$ cat config.mk
export PLATFORM = sky130hd
export DESIGN_NAME = uart_byte_receiver
export DESIGN_NICKNAME = d
export VERILOG_FILES = /design/src/rtl/uart_byte_receiver.sv
export SDC_FILE = /design/constraint.sdc
export NUM_CORES = 1
export LEC_CHECK = 0
export BUFFER_PORTS_ARGS = -buffer_cell sky130_fd_sc_hd__buf_4
export CAP_MARGIN = 20
export CORE_ASPECT_RATIO = 0.7
export CORE_MARGIN = 2
export CORE_UTILIZATION = 50
export CTS_CLUSTER_SIZE = 14
export DETAILED_ROUTE_END_ITERATION = 12
export MAX_ROUTING_LAYER = met4
export PLACE_DENSITY_LB_ADDON = 0.3
export SYNTH_ARGS = -nofsm -noshare
export SYNTH_HDL_FRONTEND = slang
export SYNTH_SLANG_ARGS = --single-unit
$ cat constraint.sdc
create_clock -name CLK -period 1.7 [get_ports CLK]
set_input_delay 0.255 -clock CLK [delete_from_list [all_inputs] [get_ports CLK]]
set_output_delay 0.255 -clock CLK [all_outputs]
set_load 0.005 [all_outputs]
$ cat src/rtl/uart_byte_receiver.sv
// 8N1 UART receiver with 2-FF synchroniser and 3-sample majority voting.
// Emits one-cycle valid / frame_err pulses; data holds the last good byte.
module uart_byte_receiver #(
   parameter int CLK_PER_BIT = 868
) (
   input  logic       CLK,
   input  logic       INITIALIZE,
   input  logic       UART_RX,
   output logic [7:0] data,
   output logic       valid,
   output logic       frame_err,
   output logic       busy
);

   localparam int MID = CLK_PER_BIT / 2;
   localparam int CW  = $clog2(CLK_PER_BIT);

   localparam logic [CW-1:0] C_S0   = CW'(MID - 1);
   localparam logic [CW-1:0] C_S1   = CW'(MID);
   localparam logic [CW-1:0] C_DEC  = CW'(MID + 1);
   localparam logic [CW-1:0] C_LAST = CW'(CLK_PER_BIT - 1);

   typedef enum logic [2:0] {
      IDLE,
      START,
      DATA,
      STOP,
      BREAK
   } state_t;

   state_t r_state;
   state_t w_next;

   logic          r_sync1;
   logic          r_rx_s;
   logic          r_rx_prev;
   logic [CW-1:0] r_cnt;
   logic [2:0]    r_bit_idx;
   logic [7:0]    r_shift;
   logic          r_smp0;
   logic          r_smp1;

   logic w_fall;
   logic w_dec;
   logic w_bit;
   logic w_valid_nxt;
   logic w_ferr_nxt;

   assign w_fall = (r_state == IDLE) && !r_rx_s && r_rx_prev;
   assign w_dec  = (r_cnt == C_DEC);
   // Third sample is the live synchronised line on the decision cycle.
   assign w_bit  = (r_smp0 & r_smp1) | (r_smp0 & r_rx_s) | (r_smp1 & r_rx_s);
   assign busy   = (r_state != IDLE);

   always_ff @(posedge CLK) begin
      if (INITIALIZE) begin
         r_state <= IDLE;
      end else begin
         r_state <= w_next;
      end
   end

   always_comb begin
      w_next      = r_state;
      w_valid_nxt = 1'b0;
      w_ferr_nxt  = 1'b0;
      unique case (r_state)
         IDLE: begin
            if (w_fall) w_next = START;
         end
         START: begin
            if (w_dec) w_next = w_bit ? IDLE : DATA;
         end
         DATA: begin
            if (w_dec && (r_bit_idx == 3'd7)) w_next = STOP;
         end
         STOP: begin
            if (w_dec) begin
               if (w_bit) begin
                  w_next      = IDLE;
                  w_valid_nxt = 1'b1;
               end else begin
                  w_next     = BREAK;
                  w_ferr_nxt = 1'b1;
               end
            end
         end
         BREAK: begin
            if (r_rx_s) w_next = IDLE;
         end
         default: w_next = IDLE;
      endcase
   end

   always_ff @(posedge CLK) begin
      if (INITIALIZE) begin
         r_sync1   <= 1'b1;
         r_rx_s    <= 1'b1;
         r_rx_prev <= 1'b1;
         r_cnt     <= '0;
         r_bit_idx <= 3'd0;
         r_shift   <= 8'h00;
         r_smp0    <= 1'b1;
         r_smp1    <= 1'b1;
         data      <= 8'h00;
         valid     <= 1'b0;
         frame_err <= 1'b0;
      end else begin
         r_sync1   <= UART_RX;
         r_rx_s    <= r_sync1;
         r_rx_prev <= r_rx_s;
         valid     <= w_valid_nxt;
         frame_err <= w_ferr_nxt;
         if (w_valid_nxt) data <= r_shift;

         if (r_state == IDLE) begin
            r_cnt <= w_fall ? CW'(1) : '0;
         end else if (r_cnt == C_LAST) begin
            r_cnt <= '0;
         end else begin
            r_cnt <= r_cnt + 1'b1;
         end

         if (r_cnt == C_S0) r_smp0 <= r_rx_s;
         if (r_cnt == C_S1) r_smp1 <= r_rx_s;

         if ((r_state == START) && w_dec) r_bit_idx <= 3'd0;
         if ((r_state == DATA) && w_dec) begin
            r_shift   <= {w_bit, r_shift[7:1]};
            r_bit_idx <= r_bit_idx + 3'd1;
         end
      end
   end

endmodule
==> results of run 1 <==
[critical path: stages, from the launching register on]
cell,delay (ns)
dfxtp_1,0.40
nor3_1,0.48
inv_1,0.08
buf_4,0.15
[timing repair]
action | in CTS | in global routing
gates resized for setup | 0 | 5
endpoints found under the setup margin | 0 | 4
hold buffers | 0 | 0
[worst paths after layout]
kind / end / slack (ns) / depth (start not counted)
max: busy / 0.04 / 3
min: r_sync1 / 0.15 / 2
max reg2reg: r_bit_idx[0] / 0.08 / 5
min reg2reg: r_rx_s / 0.43 / 1
[where the power goes]
group          leakage, nW  switching, mW  internal, mW  total (mW)
clock               0.0654          0.318         0.587       0.905
combinational        0.523         0.0323        0.0248      0.0572
sequential           0.315        0.00366         0.919       0.922
[layer usage]
metal  GRT usage  vias to the layer above
li1            -                      673
met1       0.238                      626
met3      0.0577                        7
met5           -                        -
met4      0.0727                        0
met2       0.289                       26
[area by class of cell]
type                    count  area [um2]  share of cell area
multi-input cells         124         892               0.419
flip-flops and latches     39         781               0.367
repair buffers             33         248               0.116
clock buffers               6        72.6              0.0341
clock inverters             2        60.1              0.0282
well taps                  38        47.5              0.0224
inverters                   7        26.3              0.0124
[per-stage QoR]
stage               hold WS (ns)  std cells  setup WS [ns]  setup TNS (ns)
finish                     0.150        249         0.0418               0
global route               0.143        249        -0.0177         -0.0373
CTS                        0.145        249         0.0394               0
detailed placement         0.408        241         0.0604               0
global placement           0.401        241          0.118               0
floorplan                  0.359        178         0.0587               0
[logic make-up after synthesis]
logic type                 share of synthesized area
xor gates and xnor gates                      0.0463
muxes                                          0.101
AOI/OAI and AO/OA                             0.0647
adders and majority gates                     0.0368
buffers and inverters                         0.0382
and+or+nand+nor                                0.254
DFF                                            0.459
[cells in the mapped netlist (all sizes together), types with 5 or more instances]
library cell and n:
clkbuf 6, dfxtp 39, ha 5, inv 7
mux2i 16, nand2 6, nand2b 18, nand3 6
nor2 22, nor3 5, xnor2 8
[sequential cells by signal, summed over array words and instances (netlist names)]
name and cells:
r_rx_prev 1, r_state 3, r_rx_s 1, r_smp0 1, r_bit_idx 3, valid 1
r_smp1 1, r_shift 8, frame_err 1, r_sync1 1, r_cnt 10, data 8
==> out/metrics.cfg, run 1 <==
[run_status]
outcome = finished clean

[drt]
avgViaCountPerCell = 5.35
wl_per_cell_um = 13.5
dr_wl_met3_um = 122
initialDrtViolationCount = 73
drt_wl_total_um = 3350
drc = 0
met2_length_um = 1520
vias = 1332
ant_nets = 0
drt_first_pass_iters = 4
m1WireLength_um = 1670
top_layer_used = met4

[worst_setup_path]
worstPathMaxFanout = 8
end_kind = output port
start_kind = flip-flop
crit_arrival_ns = 1.40
required_ns = 1.44
critPathKind = flip-flop to output port
crit_start = r_state[2]
rr_startpoint = r_cnt[0]

[yosys]
synth_top_cell_by_area = dfxtp_1
ys_types = 38
synth_area_mm2 = 0.00170
yosysWarningCount = 0
syn_inst = 178
ys_seq_area_frac = 0.459
synth_top_area_frac = 0.459
ys_ff_latch = 39
synth_edf_count = 0
syn_area_per_cell_um2 = 9.56
async_flop_share = 0
syn_nets = 186
ys.flop_type = dfxtp_1
yosys-top-cells-area = dfxtp_1, mux2i_1, nand2b_1, nor2_1, xnor2_1

[power]
power_density_mw_per_mm2 = 886
total_power_mw = 1.88
leakage_nw = 0.904
ir_drop_mv = 0.510

[cts]
cts_tree = done
cts_buffers = 5
postCtsSetupBuffers = 0
clk-insertion-delay-late_ns = 0.29
clock_sinks = 39
cts_root_buffer = clkbuf_8
ctsHtreeMaxLevel = 2
clk_pin_slew_ns = 0.08
clock_path_buffers = 2

[floorplanning]
start_util = 0.533
ios = 14
die_w_um = 73.7
die_y_um = 52.8
core_mm2 = 0.00319
rows = 17
die_area_mm2 = 0.00389

[layout]
postLayoutCoreUtil = 0.667
fin_area_mm2 = 0.00213
area_growth_pct = 25.0
drive_gt1_frac = 0.256
num_antenna_cells = 0
mostFrequentLayoutCells = dfxtp_1, buf_4, nor2_1
fin_nets = 218
fillers = 241
final_common_cell = dfxtp_1

[timing]
slew_violations = 0
period_minus_slack_ns = 1.66
finClkSkew_ns = 0.00725
fin_crit_sh = 0.975
hold_violations = 0
worst_slew_pin_slew_ns = 0.507
finalSetupViolCount = 0
relSlewSlack = 0.660
fmax_mhz = 603

[grt]
antenna_found_initial = 0
grt_max_degree = 33
grt_pass1_wl_um = 5220
gr-total-overflow = 0
grt_util_all_layers = 0.190
first_global_vias = 1173

[flow_run]
cap_violations = 0

[worst_hold_path]
hold_class = primary input to flip-flop
worstHoldStart = UART_RX

[place]
dp_hpwl_um = 2470
gp_congestion = 0.879
io_buffers = 13
placed_area_mm2 = 0.00197

No activity file was read; power rests on OpenSTA's default activity.
==> run 2, diff against run 1 <==
--- a/config.mk
+++ b/config.mk
@@ -14,6 +14,7 @@
 export DETAILED_ROUTE_END_ITERATION = 12
 export MAX_ROUTING_LAYER = met4
 export PLACE_DENSITY_LB_ADDON = 0.3
+export RECOVER_POWER = 100
 export SYNTH_ARGS = -nofsm -noshare
 export SYNTH_HDL_FRONTEND = slang
 export SYNTH_SLANG_ARGS = --single-unit
==> constraint.sdc (replaced) <==
create_clock -name CLK -period 1.7 [get_ports CLK]
set_input_delay 0.34 -clock CLK [delete_from_list [all_inputs] [get_ports CLK]]
set_output_delay 0.34 -clock CLK [all_outputs]
set_load 0.005 [all_outputs]
==> run 2 against run 1 <==
Effect of this change: worst setup slack improved by 0.023 ns; critical endpoint is now r_state[2]; clock-buffer cell count unchanged; total power down 5.7%; register-to-register slack got worse by 0.02 ns; global-route usage grew 1.9 points; non-clock buffer count is the same; critical path type is now flip-flop to flip-flop.
==> out/metrics.cfg, run 2 (same netlist as run 1, synthesis figures left out) <==
[worst_setup_path]
rr_startpoint = r_cnt[1]
crit_arrival_ns = 1.84  ; +0.44 ns
reg2reg_to = r_state[2]
required_ns = 1.90  ; +0.46 ns
worstPathMaxFanout = 4  ; -4
r2r_slack_ns = 0.06  ; -0.02 ns
end_kind = flip-flop
critPathKind = flip-flop to flip-flop
worst-r2r-cell-count = 5  ; unchanged
start_kind = flip-flop

[power]
p_seq_frac = 0.519  ; +0.030
p_sw_frac = 0.202  ; +0.0144
power_density_mw_per_mm2 = 844  ; -4.7%
ir_drop_mv = 0.465  ; -8.9%
netSwitchingPower_mw = 0.360  ; +1.6%
leakage_nw = 0.886  ; -2.0%
clkPwrFrac = 0.450  ; -0.030
p_comb_frac = 0.031  ; about the same
intPower_mw = 1.42  ; -7.4%

[timing]
finalSetupTns_ns = 0  ; unchanged
fin_crit_sh = 0.962  ; -0.0136
setup_ws_ns = 0.0648  ; +0.0231 ns
finClkSkew_ns = 0.00758  ; +0.000330 ns
hold_ws_ns = 0.235  ; +0.0857 ns
worst_slew_pin_slew_ns = 0.342  ; -0.165 ns
period_minus_slack_ns = 1.64  ; -0.0231 ns
fmax_mhz = 612  ; +1.4%
relSlewSlack = 0.771  ; +0.112
slew_violations = 0  ; unchanged
hold_violations = 0  ; unchanged
finalSetupViolCount = 0  ; unchanged

[floorplanning]
die_area_mm2 = 0.00389  ; unchanged
rows = 17  ; unchanged
core_mm2 = 0.00319  ; unchanged
ios = 14  ; unchanged
start_util = 0.533  ; unchanged
die_w_um = 73.7  ; unchanged
die_y_um = 52.8  ; unchanged

[drt]
avgViaCountPerCell = 5.41  ; +1.1%
wl_per_cell_um = 14.4  ; +7.4%
initialDrtViolationCount = 77  ; +5.5%
drt_wl_total_um = 3600  ; +7.4%
drc = 0  ; unchanged
vias = 1347  ; +1.1%
ant_nets = 0  ; unchanged
drt_first_pass_iters = 4  ; unchanged

[worst_hold_path]
worstHoldStart = UART_RX
hold_depth = 2  ; unchanged
hold_class = primary input to flip-flop
min_to = r_sync1

[run_status]
outcome = finished clean

[grt]
first_global_vias = 1224  ; +4.3%
antenna_found_initial = 0  ; unchanged
grt_util_all_layers = 0.209  ; +0.0191
grt_pass1_wl_um = 5710  ; +9.4%
grt_max_degree = 33  ; unchanged
gr-total-overflow = 0  ; unchanged

[layout]
num_antenna_cells = 0  ; unchanged
top_register = r_cnt
reg_top3 = r_cnt x10, data x8, r_shift x8
final_common_cell = dfxtp_1
drive_gt1_frac = 0.251  ; -0.00474
mostFrequentLayoutCells = dfxtp_1, nor2_1, buf_4
largest_reg_flops = 10  ; unchanged
area_growth_pct = 23.8
fin_nets = 218  ; unchanged

[place]
io_buffers = 13  ; unchanged
gp_congestion = 0.903  ; +2.8%
dp_hpwl_um = 2650  ; +7.3%
dp_slack_ns = 0.0531  ; -0.00727 ns

[cts]
cts_buffers = 5  ; unchanged
cts_root_buffer = clkbuf_8
clk-insertion-delay-late_ns = 0.29  ; about the same
clock_path_buffers = 2  ; unchanged
clk_pin_slew_ns = 0.08  ; about the same
postCtsSetupBuffers = 0  ; unchanged
clock_sinks = 39  ; unchanged
ctsHtreeMaxLevel = 2  ; unchanged
cts_tree = done

[flow_run]
cap_violations = 0  ; unchanged

[run 2: final cells by class]
class,count,area (um2)
inverters,7,26.3
clock inverters,2,35.0
fillers,250,1080
well taps,38,47.5
clock buffers,6,82.6
repair buffers,33,240
multi-input cells,124,893
flip-flops and latches,39,781
[run 2: metal layers]
metal | up-vias | routed length (um) | global-route usage | share of wire
li1 | 669 | - | - | -
met3 | 9 | 196 | 0.0596 | 0.054
met1 | 631 | 1690 | 0.260 | 0.47
met5 | - | 0 | - | 0
met2 | 38 | 1630 | 0.318 | 0.45
met4 | 0 | 80 | 0.0909 | 0.022
[run 2: timing repair]
action,4_1_cts,5_1_grt
resized for setup,1,6
hold buffers,0,0
pin swaps,0,0
endpoints found under the setup margin,1,7
[run 2: critical path: stages (launching register included)]
cell and delay (ns):
dfxtp_1 0.34, ha_2 0.22, nor3b_4 0.22, nor4b_4 0.35, o21ai_1 0.15, a211oi_1 0.27
[run 2: worst max-delay path by stage]
stage,startpoint,to,slack (ns),cells after the start
final,r_cnt[1],r_state[2],0.06,5
after global routing,r_cnt[1],r_bit_idx[0],-0.01,5
after CTS,r_cnt[0],r_bit_idx[0],0.04,5
after detailed placement,r_cnt[0],r_bit_idx[0],0.05,5
after global placement,r_cnt[0],r_bit_idx[0],0.12,5
after floorplan,r_cnt[0],r_bit_idx[0],0.06,5
[run 2: per-stage QoR]
stage / cell area (um2) / instances / power (mW) / utilization
after CTS: 2090 / 249 / 1.79 / 0.656
after floorplan: 1720 / 178 / 0.980 / -
after detailed placement: 1970 / 241 / 0.999 / 0.618
after global placement: 1970 / 241 / 0.996 / 0.618
final: 2110 / 249 / 1.78 / 0.660
after global routing: 2110 / 249 / 1.83 / 0.660
[run 2: power groups by stage]
| stage | Combinational, mW | Sequential (mW) | Clock [mW] |
|---|---|---|---|
| 2_1_floorplan | 0.0368 | 0.943 | 0 |
| 3_3_place_gp | 0.0518 | 0.944 | 0 |
| 3_5_place_dp | 0.0548 | 0.944 | 0 |
| 4_1_cts | 0.0550 | 0.923 | 0.808 |
| 5_1_grt | 0.0611 | 0.923 | 0.841 |
| 6_report | 0.0553 | 0.923 | 0.799 |
